[config.mk]
export PLATFORM = sky130hd
export DESIGN_NAME = id_ex_stage_reg
export DESIGN_NICKNAME = d
export VERILOG_FILES = /design/src/rtl/mips_pkg.sv /design/src/rtl/hazard_detect_lu.sv /design/src/rtl/id_ex_stage_reg.sv
export SDC_FILE = /design/constraint.sdc
export NUM_CORES = 1
export LEC_CHECK = 0
export CORE_MARGIN = 2
export CORE_UTILIZATION = 30
export CTS_CLUSTER_SIZE = 24
export DETAILED_ROUTE_END_ITERATION = 10
export HOLD_SLACK_MARGIN = 0.06
export PLACE_DENSITY_LB_ADDON = 0.05
export SKIP_LAST_GASP = 1
export SLEW_MARGIN = 20
export SYNTH_ARGS = -nofsm -noshare
export SYNTH_HDL_FRONTEND = slang
export SYNTH_SLANG_ARGS = --single-unit
[constraint.sdc]
create_clock -name clk -period 5.6 [get_ports clk]
set_input_delay 1.12 -clock clk [delete_from_list [all_inputs] [get_ports clk]]
set_output_delay 1.12 -clock clk [all_outputs]
set_load 0.03 [all_outputs]
[src/rtl/mips_pkg.sv]
// Shared MIPS32 pipeline constants and types for the ID/EX stage.
package mips_pkg;
  localparam int DATA_W = 32;
  localparam int CTRL_W = 12;
  localparam logic [4:0] REG_ZERO = 5'd0;

  typedef logic [CTRL_W-1:0] ctrl_t;
  localparam ctrl_t CTRL_BUBBLE = '0;
endpackage

[src/rtl/hazard_detect_lu.sv]
// Load-use hazard detection and front-end write enables (purely combinational).
module hazard_detect_lu
  import mips_pkg::*;
(
  input  logic       ID_Valid,
  input  logic [4:0] ID_RsAddr,
  input  logic [4:0] ID_RtAddr,
  input  logic       ID_UsesRs,
  input  logic       ID_UsesRt,
  input  logic       ID_EX_Valid,
  input  logic       ID_EX_MemRead,
  input  logic [4:0] ID_EX_RegWrAddr,
  input  logic       EX_Flush,
  input  logic       EX_Busy,
  output logic       LoadUseStall,
  output logic       PC_Wr,
  output logic       IF_ID_Wr
);
  logic rs_hit, rt_hit, raw;

  assign rs_hit = ID_UsesRs && (ID_RsAddr == ID_EX_RegWrAddr);
  assign rt_hit = ID_UsesRt && (ID_RtAddr == ID_EX_RegWrAddr);
  // A load targeting $0 produces nothing to wait for.
  assign raw    = ID_Valid && ID_EX_Valid && ID_EX_MemRead &&
                  (ID_EX_RegWrAddr != REG_ZERO) && (rs_hit || rt_hit);

  assign LoadUseStall = raw && !EX_Flush && !EX_Busy;
  // Flush does not gate the PC: the redirect owns it.
  assign PC_Wr        = !(LoadUseStall || EX_Busy);
  assign IF_ID_Wr     = PC_Wr;
endmodule

[src/rtl/id_ex_stage_reg.sv]
// ID/EX pipeline register with load-use bubble insertion, EX flush and EX busy hold.
// Optional saturating perf counters when ID_EX_PERF_CNT_EN is defined.
module id_ex_stage_reg #(
  parameter int CTRL_W = mips_pkg::CTRL_W,
  parameter int DATA_W = mips_pkg::DATA_W
) (
  input  logic              clk,
  input  logic              reset,
  input  logic              ID_Valid,
  input  logic [DATA_W-1:0] ID_PC,
  input  logic [4:0]        ID_RsAddr,
  input  logic [4:0]        ID_RtAddr,
  input  logic              ID_UsesRs,
  input  logic              ID_UsesRt,
  input  logic [4:0]        ID_RegWrAddr,
  input  logic              ID_RegWr,
  input  logic              ID_MemRead,
  input  logic              ID_MemWr,
  input  logic [DATA_W-1:0] ID_RsData,
  input  logic [DATA_W-1:0] ID_RtData,
  input  logic [DATA_W-1:0] ID_Imm32,
  input  logic [CTRL_W-1:0] ID_Ctrl,
  input  logic              EX_Flush,
  input  logic              EX_Busy,
  output logic              ID_EX_Valid,
  output logic [DATA_W-1:0] ID_EX_PC,
  output logic [4:0]        ID_EX_RsAddr,
  output logic [4:0]        ID_EX_RtAddr,
  output logic [4:0]        ID_EX_RegWrAddr,
  output logic              ID_EX_RegWr,
  output logic              ID_EX_MemRead,
  output logic              ID_EX_MemWr,
  output logic [DATA_W-1:0] ID_EX_RsData,
  output logic [DATA_W-1:0] ID_EX_RtData,
  output logic [DATA_W-1:0] ID_EX_Imm32,
  output logic [CTRL_W-1:0] ID_EX_Ctrl,
`ifdef ID_EX_PERF_CNT_EN
  output logic [31:0]       PerfBubbleCnt,
  output logic [31:0]       PerfFlushCnt,
  output logic [31:0]       PerfHoldCnt,
`endif
  output logic              LoadUseStall,
  output logic              PC_Wr,
  output logic              IF_ID_Wr
);
  logic bubble;

  hazard_detect_lu u_hazard (
    .ID_Valid        (ID_Valid),
    .ID_RsAddr       (ID_RsAddr),
    .ID_RtAddr       (ID_RtAddr),
    .ID_UsesRs       (ID_UsesRs),
    .ID_UsesRt       (ID_UsesRt),
    .ID_EX_Valid     (ID_EX_Valid),
    .ID_EX_MemRead   (ID_EX_MemRead),
    .ID_EX_RegWrAddr (ID_EX_RegWrAddr),
    .EX_Flush        (EX_Flush),
    .EX_Busy         (EX_Busy),
    .LoadUseStall    (LoadUseStall),
    .PC_Wr           (PC_Wr),
    .IF_ID_Wr        (IF_ID_Wr)
  );

  // Busy wins over flush, so LoadUseStall already excludes both.
  assign bubble = EX_Flush || LoadUseStall;

  always_ff @(posedge clk or posedge reset) begin
    if (reset) begin
      ID_EX_Valid     <= 1'b0;
      ID_EX_PC        <= '0;
      ID_EX_RsAddr    <= '0;
      ID_EX_RtAddr    <= '0;
      ID_EX_RegWrAddr <= '0;
      ID_EX_RegWr     <= 1'b0;
      ID_EX_MemRead   <= 1'b0;
      ID_EX_MemWr     <= 1'b0;
      ID_EX_RsData    <= '0;
      ID_EX_RtData    <= '0;
      ID_EX_Imm32     <= '0;
      ID_EX_Ctrl      <= '0;
    end else if (!EX_Busy) begin
      if (bubble) begin
        ID_EX_Valid     <= 1'b0;
        ID_EX_PC        <= '0;
        ID_EX_RsAddr    <= mips_pkg::REG_ZERO;
        ID_EX_RtAddr    <= mips_pkg::REG_ZERO;
        ID_EX_RegWrAddr <= mips_pkg::REG_ZERO;
        ID_EX_RegWr     <= 1'b0;
        ID_EX_MemRead   <= 1'b0;
        ID_EX_MemWr     <= 1'b0;
        ID_EX_RsData    <= '0;
        ID_EX_RtData    <= '0;
        ID_EX_Imm32     <= '0;
        ID_EX_Ctrl      <= CTRL_W'(mips_pkg::CTRL_BUBBLE);
      end else begin
        ID_EX_Valid     <= ID_Valid;
        ID_EX_PC        <= ID_PC;
        ID_EX_RsAddr    <= ID_RsAddr;
        ID_EX_RtAddr    <= ID_RtAddr;
        ID_EX_RegWrAddr <= ID_RegWrAddr;
        ID_EX_RegWr     <= ID_RegWr;
        ID_EX_MemRead   <= ID_MemRead;
        ID_EX_MemWr     <= ID_MemWr;
        ID_EX_RsData    <= ID_RsData;
        ID_EX_RtData    <= ID_RtData;
        ID_EX_Imm32     <= ID_Imm32;
        ID_EX_Ctrl      <= ID_Ctrl;
      end
    end
  end

`ifdef ID_EX_PERF_CNT_EN
  always_ff @(posedge clk or posedge reset) begin
    if (reset) begin
      PerfBubbleCnt <= '0;
      PerfFlushCnt  <= '0;
      PerfHoldCnt   <= '0;
    end else begin
      if (LoadUseStall && PerfBubbleCnt != '1)        PerfBubbleCnt <= PerfBubbleCnt + 32'd1;
      if (EX_Flush && !EX_Busy && PerfFlushCnt != '1) PerfFlushCnt  <= PerfFlushCnt + 32'd1;
      if (EX_Busy && PerfHoldCnt != '1)               PerfHoldCnt   <= PerfHoldCnt + 32'd1;
    end
  end
`endif
endmodule

# --- Word-level counts from Yosys, hierarchy flattened ---
# Cells that the tools add are included.
totals:
  regBits: 159
  input_bits: 165
  output_inout_bits: 162
  elab_cells: 41
classes:
  n_eq_ne: 2
  mux: 12
  n_reduce_logical: 15
ops:
  columns: ["op", "n"]
  rows:
  - ["$mux W32", 4]
  - ["$mux W5", 3]
  - ["$mux W12", 1]
  - ["$eq A5 B5 Y1", 2]
  - ["$logic_and A1 B1 Y1", 8]
  - ["$reduce_bool A5 Y1", 1]
  - ["$mux W1", 4]
  - ["$logic_not A1 Y1", 3]
  - ["$logic_or A1 B1 Y1", 3]

# --- Longest topological paths before layout ---
# Gate-level depths: netlist of run 1.
logic_depth:
  ltp_word: 8
  ltp_mapped: 7
  mapped_depth_nobuf: 4

# --- Hierarchy ---
# A second synthesis of run 1 with hierarchy kept.
unflattened:
  hier_cells: 712
  hier_area_um2: 6982.9
modules_own_cells:
  columns: ["mod", "instances", "cells_per_inst", "area_per_inst_um2", "seq_area_each_um2"]
  rows:
  - ["id_ex_stage_reg", 1, 691, 6815.3, 3978.8]
  - ["hazard_detect_lu", 1, 21, 167.7, 0.0]

# --- Worst setup path after synthesis of run 1 ---
# No wires, ideal clock.
synth_path:
  path_kind: "input to output"
  startpoint: "input port ID_RsAddr[4]"
  endpoint: "output port PC_Wr"
  arrival_time_ps: 2679
  required_time_ps: 4480
  slack_ps: 1801
  path_stages: 7
  n_path_buf: 3
  cell_sequence: "xnor2_1 nand4_1 o22ai_1 clkbuf_1 buf_2 a21oi_1 buf_4"
synth_between:
  elab_chain_cells: 8
synth_rtl:
  columns: ["item", "line", "text"]
  rows:
  - ["start: declaration", "id_ex_stage_reg.sv:11", "input logic [4:0] ID_RsAddr,"]
  - ["$eq A5 B5 Y1", "hazard_detect_lu.sv:21", "assign rs_hit = ID_UsesRs && (ID_RsAddr == ID_EX_RegWrAddr);"]
  - ["$logic_and A1 B1 Y1", "hazard_detect_lu.sv:21", null]
  - ["$logic_or A1 B1 Y1", "hazard_detect_lu.sv:25", "(ID_EX_RegWrAddr != REG_ZERO) && (rs_hit || rt_hit);"]
  - ["$logic_and A1 B1 Y1", "hazard_detect_lu.sv:25", null]
  - ["$logic_and A1 B1 Y1 (2 in series)", "hazard_detect_lu.sv:27", "assign LoadUseStall = raw && !EX_Flush && !EX_Busy;"]
  - ["$logic_or A1 B1 Y1", "hazard_detect_lu.sv:29", "assign PC_Wr = !(LoadUseStall || EX_Busy);"]
  - ["$logic_not A1 Y1", "hazard_detect_lu.sv:29", null]
  - ["end: declaration", "id_ex_stage_reg.sv:43", "output logic PC_Wr,"]
# Every way passes these cells.

# --- Final worst setup path of run 1 ---
layout_path:
  startpoint: "input port ID_RtAddr[1]"
  endpoint: "output port LoadUseStall"
layout_between:
  elab_chain_cells: 6
layout_rtl:
  columns: ["item", "line", "text"]
  rows:
  - ["start: declaration", "id_ex_stage_reg.sv:12", "input logic [4:0] ID_RtAddr,"]
  - ["$eq A5 B5 Y1", "hazard_detect_lu.sv:22", "assign rt_hit = ID_UsesRt && (ID_RtAddr == ID_EX_RegWrAddr);"]
  - ["$logic_and A1 B1 Y1", "hazard_detect_lu.sv:22", null]
  - ["$logic_or A1 B1 Y1", "hazard_detect_lu.sv:25", null]
  - ["$logic_and A1 B1 Y1", "hazard_detect_lu.sv:25", null]
  - ["$logic_and A1 B1 Y1 (2 in series)", "hazard_detect_lu.sv:27", null]
  - ["end: declaration", "id_ex_stage_reg.sv:42", "output logic LoadUseStall,"]
# Every way passes these cells.

==> summary.md, run 1 <==
The flow ran to the end, and the final reports show no timing, DRC or antenna violations. Yosys printed 0 warnings. In this run, the clock network consumes 33.6% of the power. Die area: 25,900 um2. TritonCTS built the clock tree. The path type of the worst setup path is primary input to output pin. The final critical path takes up 80.1% of the cycle. The routed design has 26.1 mm of wire.

Summing the sequential cell areas from Yosys gives 53.9% of the chip area. The floorplan step set the die width to 161 um. After clock tree synthesis, the flow added hold-fix buffers numbering 0. Setup slack closes at 1.12 ns. The area growth from synthesis to layout is 54.8%.

The startpoint of the most critical register-to-register path is ID_EX_RegWrAddr[2]. The total clock buffers created by CTS came out at 17. The worst setup path is captured at an output pin.

The run gives 7380 um2 as the summed instance area of the synthesized netlist. Hold timing on the final database bottoms out at a slack of 0.488 ns. For this design the total switching power over the nets is 1.16 mW. The via count normalized by instance count was 5.25; the top fanout value on the critical path was 11. The worst-margin pin slew came out at 0.988 ns.

The number of nets handed over by synthesis was 912. Entering global routing, the biggest net connects 135 pins. The number of global-route vias before repair was 6,661; the number of design rule violations left after detail routing was 0.

Traced cell by cell, the critical path runs through clkdlybuf4s50_1, xnor2_1, nand4_1, o22a_1, nor3_1, clkdlybuf4s50_1. The cell area power density was 315 nW/um2. Before CTS, the worst setup slack after placement is 1.09 ns. During I/O placement, the number of pins put on the boundary was 327.

The worst hold path begins at ID_EX_Imm32[17]. The detail route stage leaves a number of antenna-violating nets equal to 0. The clock tree root buffer cell was sky130_fd_sc_hd__clkbuf_16. For the area taken by flip-flops and latches, the log shows 3980 um2.

The total of buffers placed on input and output ports works out to 326. Among all stages on the critical path, the largest delay is contributed by sky130_fd_sc_hd__clkdlybuf4s50_1. Dominant cell type by area after synthesis: sky130_fd_sc_hd__dfrtp_1.

The first global-routing pass estimated 40.2 mm of wire. Including well taps, the total number of placed cells is 1,321. Once the clock tree was built, the resizer swapped 0 gates to a different size. The detailed router finished its first iteration with 597 violations.

Internal reg-to-reg setup slack: 2.49 ns. The largest stage delay on the critical path came out at 0.75 ns. The arrival time of the worst setup path was 3.36 ns. The congestion estimate from routability-driven global placement came to 0.735. The share of the synthesized area in the top cell type was 53.9%; the total global-route track usage was 19.5%. 0 antenna diodes ended up in the layout. VDD sags by at most 0.163 mV. The number of core rows was 57; the total clock sinks was 159. The required time of the critical path came out at 4.48 ns. The cell family with the largest share of critical-path delay is buffers and inverters.

Share of total power consumed by net switching: 32.2%. After global routing the overflow that remains totals 0. Setup repair after global routing left no endpoint under its margin. Measured on the finished design, the core utilization comes to 47.1%. The number of cells traversed by the worst register-to-register path was 6; the number of antenna violations at the first check in global routing was 1. At the later pin of the worst-skew pair, clock insertion delay measures 0.42 ns. Setup violations remaining at the end of the flow were counted as 0. The logic gate share of total power is 28.3%, and the number of slew-limit violations in the final report is 0. In this run the standard cell core region covers 24,200 um2.

The startpoint type of the worst setup path was a primary input. Summed over all nets, the half-perimeter wirelength after detailed placement is 16.0 mm. The reported max-cap violation count was 0.

The cell count after synthesis came out at 747. The die is 161 um tall. Synthesis instantiated 23 different standard cells from the library. The overall via count from detail_route was 7,098; the fraction of final layout cells sized beyond drive strength 1 was 4.37%. Each instance of the synthesized netlist takes up on average 9.88 um2. The first detailed-routing pass took 5 iterations. The number of storage elements in the synthesis netlist is 159, and the multi-input gate area in the final layout is 3050 um2. In the final routed layout, each cell accounts on average for 19.3 um. Summed over all failing endpoints, the final setup total negative slack is 0 ns.

The run gives 2,289 as the filler cell count in the final layout. After synthesis, the cell types taking the most area are sky130_fd_sc_hd__dfrtp_1, sky130_fd_sc_hd__a32oi_1, sky130_fd_sc_hd__nand2_1. The final critical path time including I/O delays and setup was 4.48 ns; the number of cells in the finished layout apart from fillers was 1,353.

The worst register-to-register path ends at ID_EX_Imm32[23]. The internal portion of the total power is 2.44 mW. The worst hold path terminates at ID_EX_Imm32[17].

For the leakage power summed over all cells, the log shows 4.35 nW. The post-CTS setup-driven buffer insertion count is 0, and the buffer depth of the longest clock path is 2. At the end of the flow, the number of nets in the layout was 1,181.

The relative slew slack is 34.1%. The type of the tightest min-delay check is flip-flop to flip-flop. Static timing analysis puts the maximum clock frequency at 223 MHz.

In the layout the commonest cells are sky130_fd_sc_hd__clkdlybuf4s50_1, sky130_fd_sc_hd__dfrtp_1, sky130_fd_sc_hd__nand2_1. CTS clock-pin slew for the worst setup and hold paths: 0.06 ns. The library cell used most frequently in the layout, excluding fill and tap cells, is sky130_fd_sc_hd__clkdlybuf4s50_1. Counting instances, the worst hold path has a depth of 2. By instance count, the cell type seen most on the critical path is sky130_fd_sc_hd__clkdlybuf4s50_1. The share of power burned in registers is 38.1%. Together, buffers and inverters on the worst path number 2. The worst-case clock skew is 0.0102 ns. The H-tree was split into 4 levels. The run gives 0 as the final hold violation count. The initial core utilization was 30.4%.
[cells in the mapped netlist]
master	instances
sky130_fd_sc_hd__a21o_1	10
sky130_fd_sc_hd__a21oi_1	2
sky130_fd_sc_hd__a22o_1	10
sky130_fd_sc_hd__a32oi_1	148
sky130_fd_sc_hd__buf_2	8
sky130_fd_sc_hd__buf_4	11
sky130_fd_sc_hd__clkbuf_1	68
sky130_fd_sc_hd__dfrtp_1	159
sky130_fd_sc_hd__inv_1	2
sky130_fd_sc_hd__mux2i_1	1
sky130_fd_sc_hd__nand2_1	150
sky130_fd_sc_hd__nand4_1	2
sky130_fd_sc_hd__nor2_1	2
sky130_fd_sc_hd__nor2b_1	1
sky130_fd_sc_hd__nor3_1	1
sky130_fd_sc_hd__nor3b_1	10
sky130_fd_sc_hd__o2111ai_2	1
sky130_fd_sc_hd__o21ai_0	44
sky130_fd_sc_hd__o21ai_1	104
sky130_fd_sc_hd__o22a_1	1
sky130_fd_sc_hd__o22ai_1	1
sky130_fd_sc_hd__or4_1	1
sky130_fd_sc_hd__xnor2_1	10
[power by group through the flow]
| stage | Clock (mW) | Sequential [mW] | Combinational [mW] |
|---|---|---|---|
| global placement | 0 | 1.39 | 1.03 |
| finish | 1.21 | 1.37 | 1.02 |
| global route | 1.30 | 1.39 | 1.08 |
| detailed placement | 0 | 1.39 | 1.03 |
| floorplan | 0 | 1.66 | 0.246 |
| CTS | 1.25 | 1.37 | 1.03 |
[per-stage QoR]
stage	power (mW)	area, um2
floorplan	1.90	7380
global placement	2.41	10800
detailed placement	2.42	10800
CTS	3.65	11400
global route	3.77	11400
finish	3.59	11400
[worst max-delay path by stage]
stage                             from            end  slack [ns]  depth (start not counted)
after global routing      ID_RsAddr[3]   LoadUseStall        0.96                          6
after CTS                 ID_RtAddr[1]   LoadUseStall        1.07                          6
after global placement    ID_RsAddr[1]   LoadUseStall        1.10                          6
final                     ID_RtAddr[1]   LoadUseStall        1.12                          6
after detailed placement  ID_RtAddr[1]   LoadUseStall        1.09                          6
after floorplan                  reset  ID_EX_Ctrl[0]        0.19                          1
[layout make-up]
type	count	share of cell area, %
repair buffers	337	29.6
inverters	2	0.110
flip-flops and latches	159	34.8
clock inverters	12	1.40
well taps	324	3.55
clock buffers	20	3.82
multi-input cells	499	26.7
[sequential cells by signal (all words and copies together), names as in the netlist]
name	cells
ID_EX_Imm32	32
ID_EX_PC	32
ID_EX_RsData	32
ID_EX_RtData	32
ID_EX_Ctrl	12
ID_EX_RegWrAddr	5
ID_EX_RsAddr	5
ID_EX_RtAddr	5
ID_EX_MemRead	1
ID_EX_MemWr	1
ID_EX_RegWr	1
ID_EX_Valid	1
[cells by family (layout without fill, tap and decap cells)]
family                 after synthesis  in the layout  synth area share (%)
AND/OR/NAND/NOR                    167            167                  9.17
AO/OA/AOI/OAI                      321            321                  30.4
flip-flops                         159            159                  53.9
buffers and inverters               89            371                  5.22
XOR/XNOR                            10             10                  1.19
multiplexers                         1              1                 0.136
[tightest hold or removal path: stages (launching register included)]
cell                      delay (ns)
sky130_fd_sc_hd__dfrtp_1        0.34
sky130_fd_sc_hd__a32oi_1        0.05
sky130_fd_sc_hd__o21ai_0        0.06
[layer usage]
layer  GRT usage [%]  up-vias  share of wire [%]
met5               0        -                  0
met4            4.22        0               0.86
met3            6.61       11                7.5
met2            30.3      252                 48
met1            26.6     3458                 44
li1                -     3377                  -
Power figures use the tool's default switching activity.
==> run 2: changes to the inputs <==
==> constraint.sdc (replaced) <==
create_clock -name clk -period 4.2 [get_ports clk]
set_input_delay 0.84 -clock clk [delete_from_list [all_inputs] [get_ports clk]]
set_output_delay 0.84 -clock clk [all_outputs]
set_load 0.03 [all_outputs]
==> run 2 against run 1 <==
  * First-iteration DRC count rose by 21%
  * Routed wire length decreased by 0.48%
  * Sequential share of layout area about the same
==> summary.md, run 2 (same netlist as run 1, synthesis figures left out) <==
Filler cell count in the final layout: 2,315. After detailed routing, the total wire length is 25.9 mm. The final setup TNS is 0 ns, and the cell area after layout is 11,400 um2.

Area taken by flip-flops and latches: 3980 um2. For the leakage power summed over all cells, the log shows 4.35 nW. The hold path startpoint was ID_EX_Imm32[18].

The worst setup path is of the flip-flop to output pin kind. The number of cells traversed by the worst register-to-register path is 6. Data on the critical path arrives at its endpoint at 2.88 ns. Routability-driven placement finished with a final weighted congestion of 0.753. The share of power burned in registers was 38.6%.

The number of antenna violations at the first check in global routing was 1; the CTS clock-pin slew for the worst setup and hold paths was 0.06 ns. For the total clock buffers created by CTS, the log shows 17. Setup repair after global routing left no endpoint under its margin. Summing over every cut layer, the via total after detailed routing is 7,041.

The smallest clock period supported by the final layout is computed as 3.72 ns. The multi-input combinational cells in the finished layout cover a total of 3050 um2. The tools report the detailed router's first-iteration violation count as 725.

The signal on the critical path passes through or4_1, o2111ai_4, inv_1, a21oi_1, clkdlybuf4s50_1. In the finished design, the share of the clock period the worst path needs comes to 88.6%. The worst-margin pin slew is 1.05 ns, and the initial core utilization is 30.4%. Cells with a size suffix above 1 make up 4.57% of the layout. The number of H-tree levels was 4. The tools report the worst-case clock skew as 0.0154 ns. Along the worst path, the maximum fanout reaches 5.

VDD sags by at most 0.204 mV. The largest net degree at the start of global routing is 151. The startpoint identified for the worst register-to-register timing path is ID_EX_RegWrAddr[1]. The type of the tightest min-delay check was flip-flop to flip-flop. The first detailed-routing pass took 5 iterations. The final hold violation count is 0, and the detailed-placement wirelength estimate is 15.6 mm. STA classifies the critical path endpoint as an output pin. The tools report the die area as 25,900 um2.

Clock tree root buffer cell: sky130_fd_sc_hd__clkbuf_16. Smallest hold slack: 0.488 ns. Cells fill 47.2% of the core in the end. The internal reg-to-reg setup slack came out at 0.81 ns. The quantity of gates resized following cts was 0.

Buffers added to address setup during post-CTS repair amount to 0. The path with the worst hold slack has its endpoint at ID_EX_Imm32[18]. The via count normalized by instance count works out to 5.20. The number of setup violations in the final report is 0, and the share of total power consumed by net switching is 33.0%.

For the total global-route track usage, the log shows 19.5%. The area growth from synthesis to layout is 55.0%. The flow ran to the end, and the final reports show no timing, DRC or antenna violations. In this design, the stage delay of the slowest critical-path cell is 0.75 ns.

In this run the remaining antenna-violating nets after routing total 0. The library cell used most frequently in the layout, excluding fill and tap cells, is sky130_fd_sc_hd__clkdlybuf4s50_1. The required time of the critical path is 3.36 ns. The share of total power dissipated in the clock network is 32.7%. For the number of slew-limit violations in the final report, the log shows 0. The net count of the finished layout is 1,180. The slowest stage cell on the critical path was sky130_fd_sc_hd__clkdlybuf4s50_1. Internal power comes to 3.17 mW. Across the run, the number of max-cap violations was 0. After detailed routing, the number of remaining DRC violations is 0. Total clock sinks: 159. The run gives 0.43 ns as the clock latency on the worst-skew pair.

The total of buffers placed on input and output ports was 326. In the layout the commonest cells are sky130_fd_sc_hd__clkdlybuf4s50_1, sky130_fd_sc_hd__dfrtp_1, sky130_fd_sc_hd__nand2_1. The power dissipated by switching net loads came out at 1.56 mW. The die height was 161 um.

For this design, the CTS-stage hold fixing added 0 buffers. After layout, the design draws a total of 4.73 mW. Number of global-route vias before repair: 6,856.

The number of stages on the worst hold path was 2; the logic gate share of total power was 28.7%. The worst pin sits at a relative slew slack of 29.7%. Timing would allow up to 269 MHz. Worst flop-to-flop path endpoint: ID_EX_RsData[14]. The die width works out to 161 um.

Startpoint type of the worst setup path: a flip-flop. The floorplan step defined a core boundary enclosing 24,200 um2. The buffer depth of the longest clock path was 2. The total overflow left after global routing is 0.

TritonCTS built the clock tree. The run gives 57 as the number of core rows. The first global-routing pass estimated 40.2 mm of wire. Pin placement for this block handled 327 I/O pins.

Once placement finished, the instance area stood at 10,900 um2. Power spread over the standard cell area amounts to 414 nW/um2. Dividing the detail-routed wire length by the instance count gives 19.2 um.
run 2: metal layers:
metal | vias up | track usage, % | share of wire, %
met3 | 14 | 6.66 | 8.2
met2 | 271 | 28.8 | 46
li1 | 3381 | - | -
met1 | 3375 | 27.4 | 44
met5 | - | 0 | 0
met4 | 0 | 5.28 | 1.1
run 2: power by group through the flow:
stage / clock network, mW / logic [mW] / registers [mW]
global placement: 0 / 1.37 / 1.85
detailed placement: 0 / 1.37 / 1.85
finish: 1.55 / 1.36 / 1.83
floorplan: 0 / 0.328 / 2.21
global route: 1.67 / 1.45 / 1.85
CTS: 1.60 / 1.37 / 1.83
run 2: critical path, delay by kind of cell, from the launching register on:
family / cells / cell delay [ns]
buffers and inverters: 2 / 0.81
flip-flops: 1 / 0.46
AO/OA/AOI/OAI: 2 / 0.59
AND/OR/NAND/NOR: 1 / 0.61
run 2: worst max path at each step:
stage / cells past startpoint / endpoint / from
floorplan: 6 / PC_Wr / ID_EX_RegWrAddr[1]
global placement: 6 / IF_ID_Wr / ID_RsAddr[3]
detailed placement: 6 / IF_ID_Wr / ID_RtAddr[3]
CTS: 5 / IF_ID_Wr / ID_EX_RegWrAddr[1]
global route: 5 / IF_ID_Wr / ID_EX_RegWrAddr[2]
finish: 5 / IF_ID_Wr / ID_EX_RegWrAddr[1]
run 2: per-stage QoR:
stage / worst slack (ns) / std cells
after global placement: 0.516 / 1320
after detailed placement: 0.516 / 1320
after floorplan: 0.906 / 747
final: 0.478 / 1353
after CTS: 0.428 / 1352
after global routing: 0.346 / 1353
run 2: layout make-up:
class	count	area share (%)
Timing Repair Buffer	336	29.8
Antenna cell	1	0.0219
Multi-Input combinational cell	499	26.6
Clock inverter	12	1.11
Clock buffer	20	3.99
Sequential cell	159	34.8
Tap cell	324	3.54
Inverter	2	0.0985
==> run 3: changes to the inputs <==
--- a/config.mk
+++ b/config.mk
@@ -5,6 +5,7 @@
 export SDC_FILE = /design/constraint.sdc
 export NUM_CORES = 1
 export LEC_CHECK = 0
+export CORE_ASPECT_RATIO = 1.5
 export CORE_MARGIN = 2
 export CORE_UTILIZATION = 30
 export CTS_CLUSTER_SIZE = 24
==> run 3 against run 2 <==
  * Register-to-register slack gained 0.88 ns
  * Critical path depth grew 1
  * Die area is essentially flat
==> summary.md, run 3 (same netlist as run 1, synthesis figures left out) <==
The run finished with clean final reports. For the pin with the worst max-slew slack, the measured transition is 0.858 ns. The post-cts hold buffer count was 0. In the final layout, the share of cells above drive strength 1 is 4.48%.

The worst path uses 81.2% of the clock period. Type of the tightest min-delay check: flip-flop to flip-flop. The worst-case clock skew came out at 0.00877 ns. The total number of nets in the final design came out at 1,179.

The total of buffers placed on input and output ports is 326. The startpoint type of the worst setup path was a primary input. The hold path startpoint is ID_EX_Imm32[12]. Fill cells in the final layout number 2,358. STA classifies the critical path endpoint as an output pin. Along the worst path, the maximum fanout reaches 11. The clock passes through at most 2 buffers.

For the number of global-route vias before repair, the log shows 6,840. The routed layout has 7,166 vias. The critical path in this run is classified as primary input to output pin. The run gives 2.13 mm as the routed length on met3. The first global-routing pass estimated 41.5 mm of wire. The detailed-routing iteration count for the pre-antenna-repair pass was 5; the detailed-placement wirelength estimate was 16.4 mm. The multi-input combinational cells in the finished layout cover a total of 3050 um2. Summed over all cells, the static leakage comes to 4.33 nW. The via count normalized by instance count is 5.30. The largest individual stage delay along the critical path comes from the cell sky130_fd_sc_hd__clkdlybuf4s50_1. At the end of routability-driven placement, the weighted congestion stood at 0.741. IR analysis of the VDD net gives a maximum drop of 0.267 mV. The tools report the number of antenna violations at the first check in global routing as 2. The total global-route track usage is 20.3%.

The first routing iteration left 516 violations. In this run the tightest slew margin relative to its limit is 42.8%. The logs give 0 for the number of setup violations in the final report and 293 MHz for the maximum frequency from static timing analysis. In this run the vertical extent of the chip is 196 um. TritonCTS built the clock tree. The logs give 0 for the quantity of gates resized following cts and 0 for the number of design rule violations left after detail routing.

Largest net degree at the start of global routing: 179. The number of H-tree levels was 4. For the count of pins on the block boundary, the log shows 327. Clock-pin slew was measured on the worst setup and hold paths at 0.06 ns. The logs give 10.8 mm for the routed metal-1 wire length and 1.69 ns for the internal reg-to-reg setup slack.

After detailed routing, the total wire length is 26.6 mm. The worst register-to-register path ends at ID_EX_RsData[17]. The library cell used most frequently in the layout, excluding fill and tap cells, is sky130_fd_sc_hd__clkdlybuf4s50_1. The number of cells traversed by the worst register-to-register path was 5; the routed wirelength normalized by instance count was 19.7 um. At the worst endpoint, the required time is 3.36 ns. At the worst endpoint, the arrival time is 2.57 ns. Once the clock tree was built, the setup fixing pass inserted 0 buffers.

The top layer reached by signal wires is met4. For the final hold violation count, the log shows 0. Total power for the finished layout comes to 4.67 mW.

Tracing the worst setup path back leads to its startpoint at ID_RsAddr[4]. The number of slew-limit violations in the final report was 0; the reported max-cap violation count was 0. For the residual overflow from global routing, the log shows 0.

The tools report the total met2 wirelength after detailed routing as 12.8 mm. Setup repair after global routing left no endpoint under its margin. Once the floorplan was initialized, standard cells occupied 30.4% of the core.

Counting the buffers created by CTS gives 17. The top cell types in the final layout, fill and taps aside, are sky130_fd_sc_hd__clkdlybuf4s50_1, sky130_fd_sc_hd__dfrtp_1, sky130_fd_sc_hd__nand2_1. The number of stages on the worst hold path is 2. The die covers 25,900 um2. The final setup TNS came out at 0 ns.

For the worst-skew pair, the clock arrives at the later sink with an insertion delay of 0.43 ns. Walking the worst path, the cells encountered are clkdlybuf4s50_1, xnor2_1, nand4_1, o22a_1, nor3_1, buf_4. The cell area power density came out at 411 nW/um2.

In this run the clock root is driven by a sky130_fd_sc_hd__clkbuf_16. The count of nets left with antenna violations once routing finished came out at 0. For hold timing, the worst endpoint is ID_EX_Imm32[12]. The largest stage delay on the critical path works out to 0.50 ns. The tools report the startpoint of the most critical register-to-register path as ID_EX_RegWrAddr[1].

In this run the standard cell core region covers 24,300 um2. The run gives 3980 um2 as the area taken by flip-flops and latches. Row generation in the floorplan step produced 70 rows. The total clock sinks is 159. From left edge to right edge, the die measures 132 um. The final critical path time including I/O delays and setup was 3.41 ns; the area growth from synthesis to layout was 54.3%.
run 3: cell types whose count changed in the layout (fill, tap and decap cells not counted), moves of 2 or more:
cell,change
sky130_fd_sc_hd__clkinvlp_4,+2
sky130_fd_sc_hd__clkinv_2,+4
sky130_fd_sc_hd__buf_4,+2
sky130_fd_sc_hd__clkbuf_1,+2
sky130_fd_sc_hd__inv_6,-3
sky130_fd_sc_hd__clkinv_4,-4
sky130_fd_sc_hd__clkdlybuf4s50_1,-2
run 3: worst max-delay path, delay by kind of cell:
family	cells	cell delay (ns)
compound gates	1	0.42
xor+xnor	1	0.13
buf+inv	2	0.71
simple gates	2	0.47
run 3: per-layer routing:
layer | up-vias | GRT usage, %
met1 | 3462 | 25.7
met3 | 40 | 6.41
li1 | 3376 | -
met2 | 288 | 32.0
met4 | 0 | 8.66
met5 | - | 0
run 3: worst max-delay path by stage:
stage	to	slack, ns
after global placement	LoadUseStall	0.82
after detailed placement	LoadUseStall	0.81
final	LoadUseStall	0.79
after floorplan	PC_Wr	0.91
after CTS	IF_ID_Wr	0.79
after global routing	LoadUseStall	0.61
run 3: layout make-up:
cell class,count,share of cell area (%)
Clock buffer,22,4.08
Sequential cell,159,35.0
Inverter,2,0.0989
Antenna cell,2,0.0440
Timing Repair Buffer,335,29.7
Multi-Input combinational cell,499,26.8
Tap cell,324,3.56
Clock inverter,10,0.780
run 3: per-stage QoR:
| stage | setup WS, ns | instances | cell area (um2) | utilization (%) | hold WS (ns) |
|---|---|---|---|---|---|
| after global routing | 0.613 | 1353 | 11400 | 46.9 | 0.504 |
| after global placement | 0.817 | 1319 | 10800 | 44.6 | 0.469 |
| after CTS | 0.789 | 1351 | 11400 | 46.9 | 0.492 |
| after floorplan | 0.906 | 747 | 7380 | - | 0.661 |
| final | 0.789 | 1353 | 11400 | 46.9 | 0.483 |
| after detailed placement | 0.809 | 1319 | 10800 | 44.6 | 0.477 |
run 3: power breakdown:
part	leakage, nW	switching (mW)	internal, mW
clock	0.262	0.641	0.844
combinational	2.11	0.771	0.592
sequential	1.96	0.111	1.71
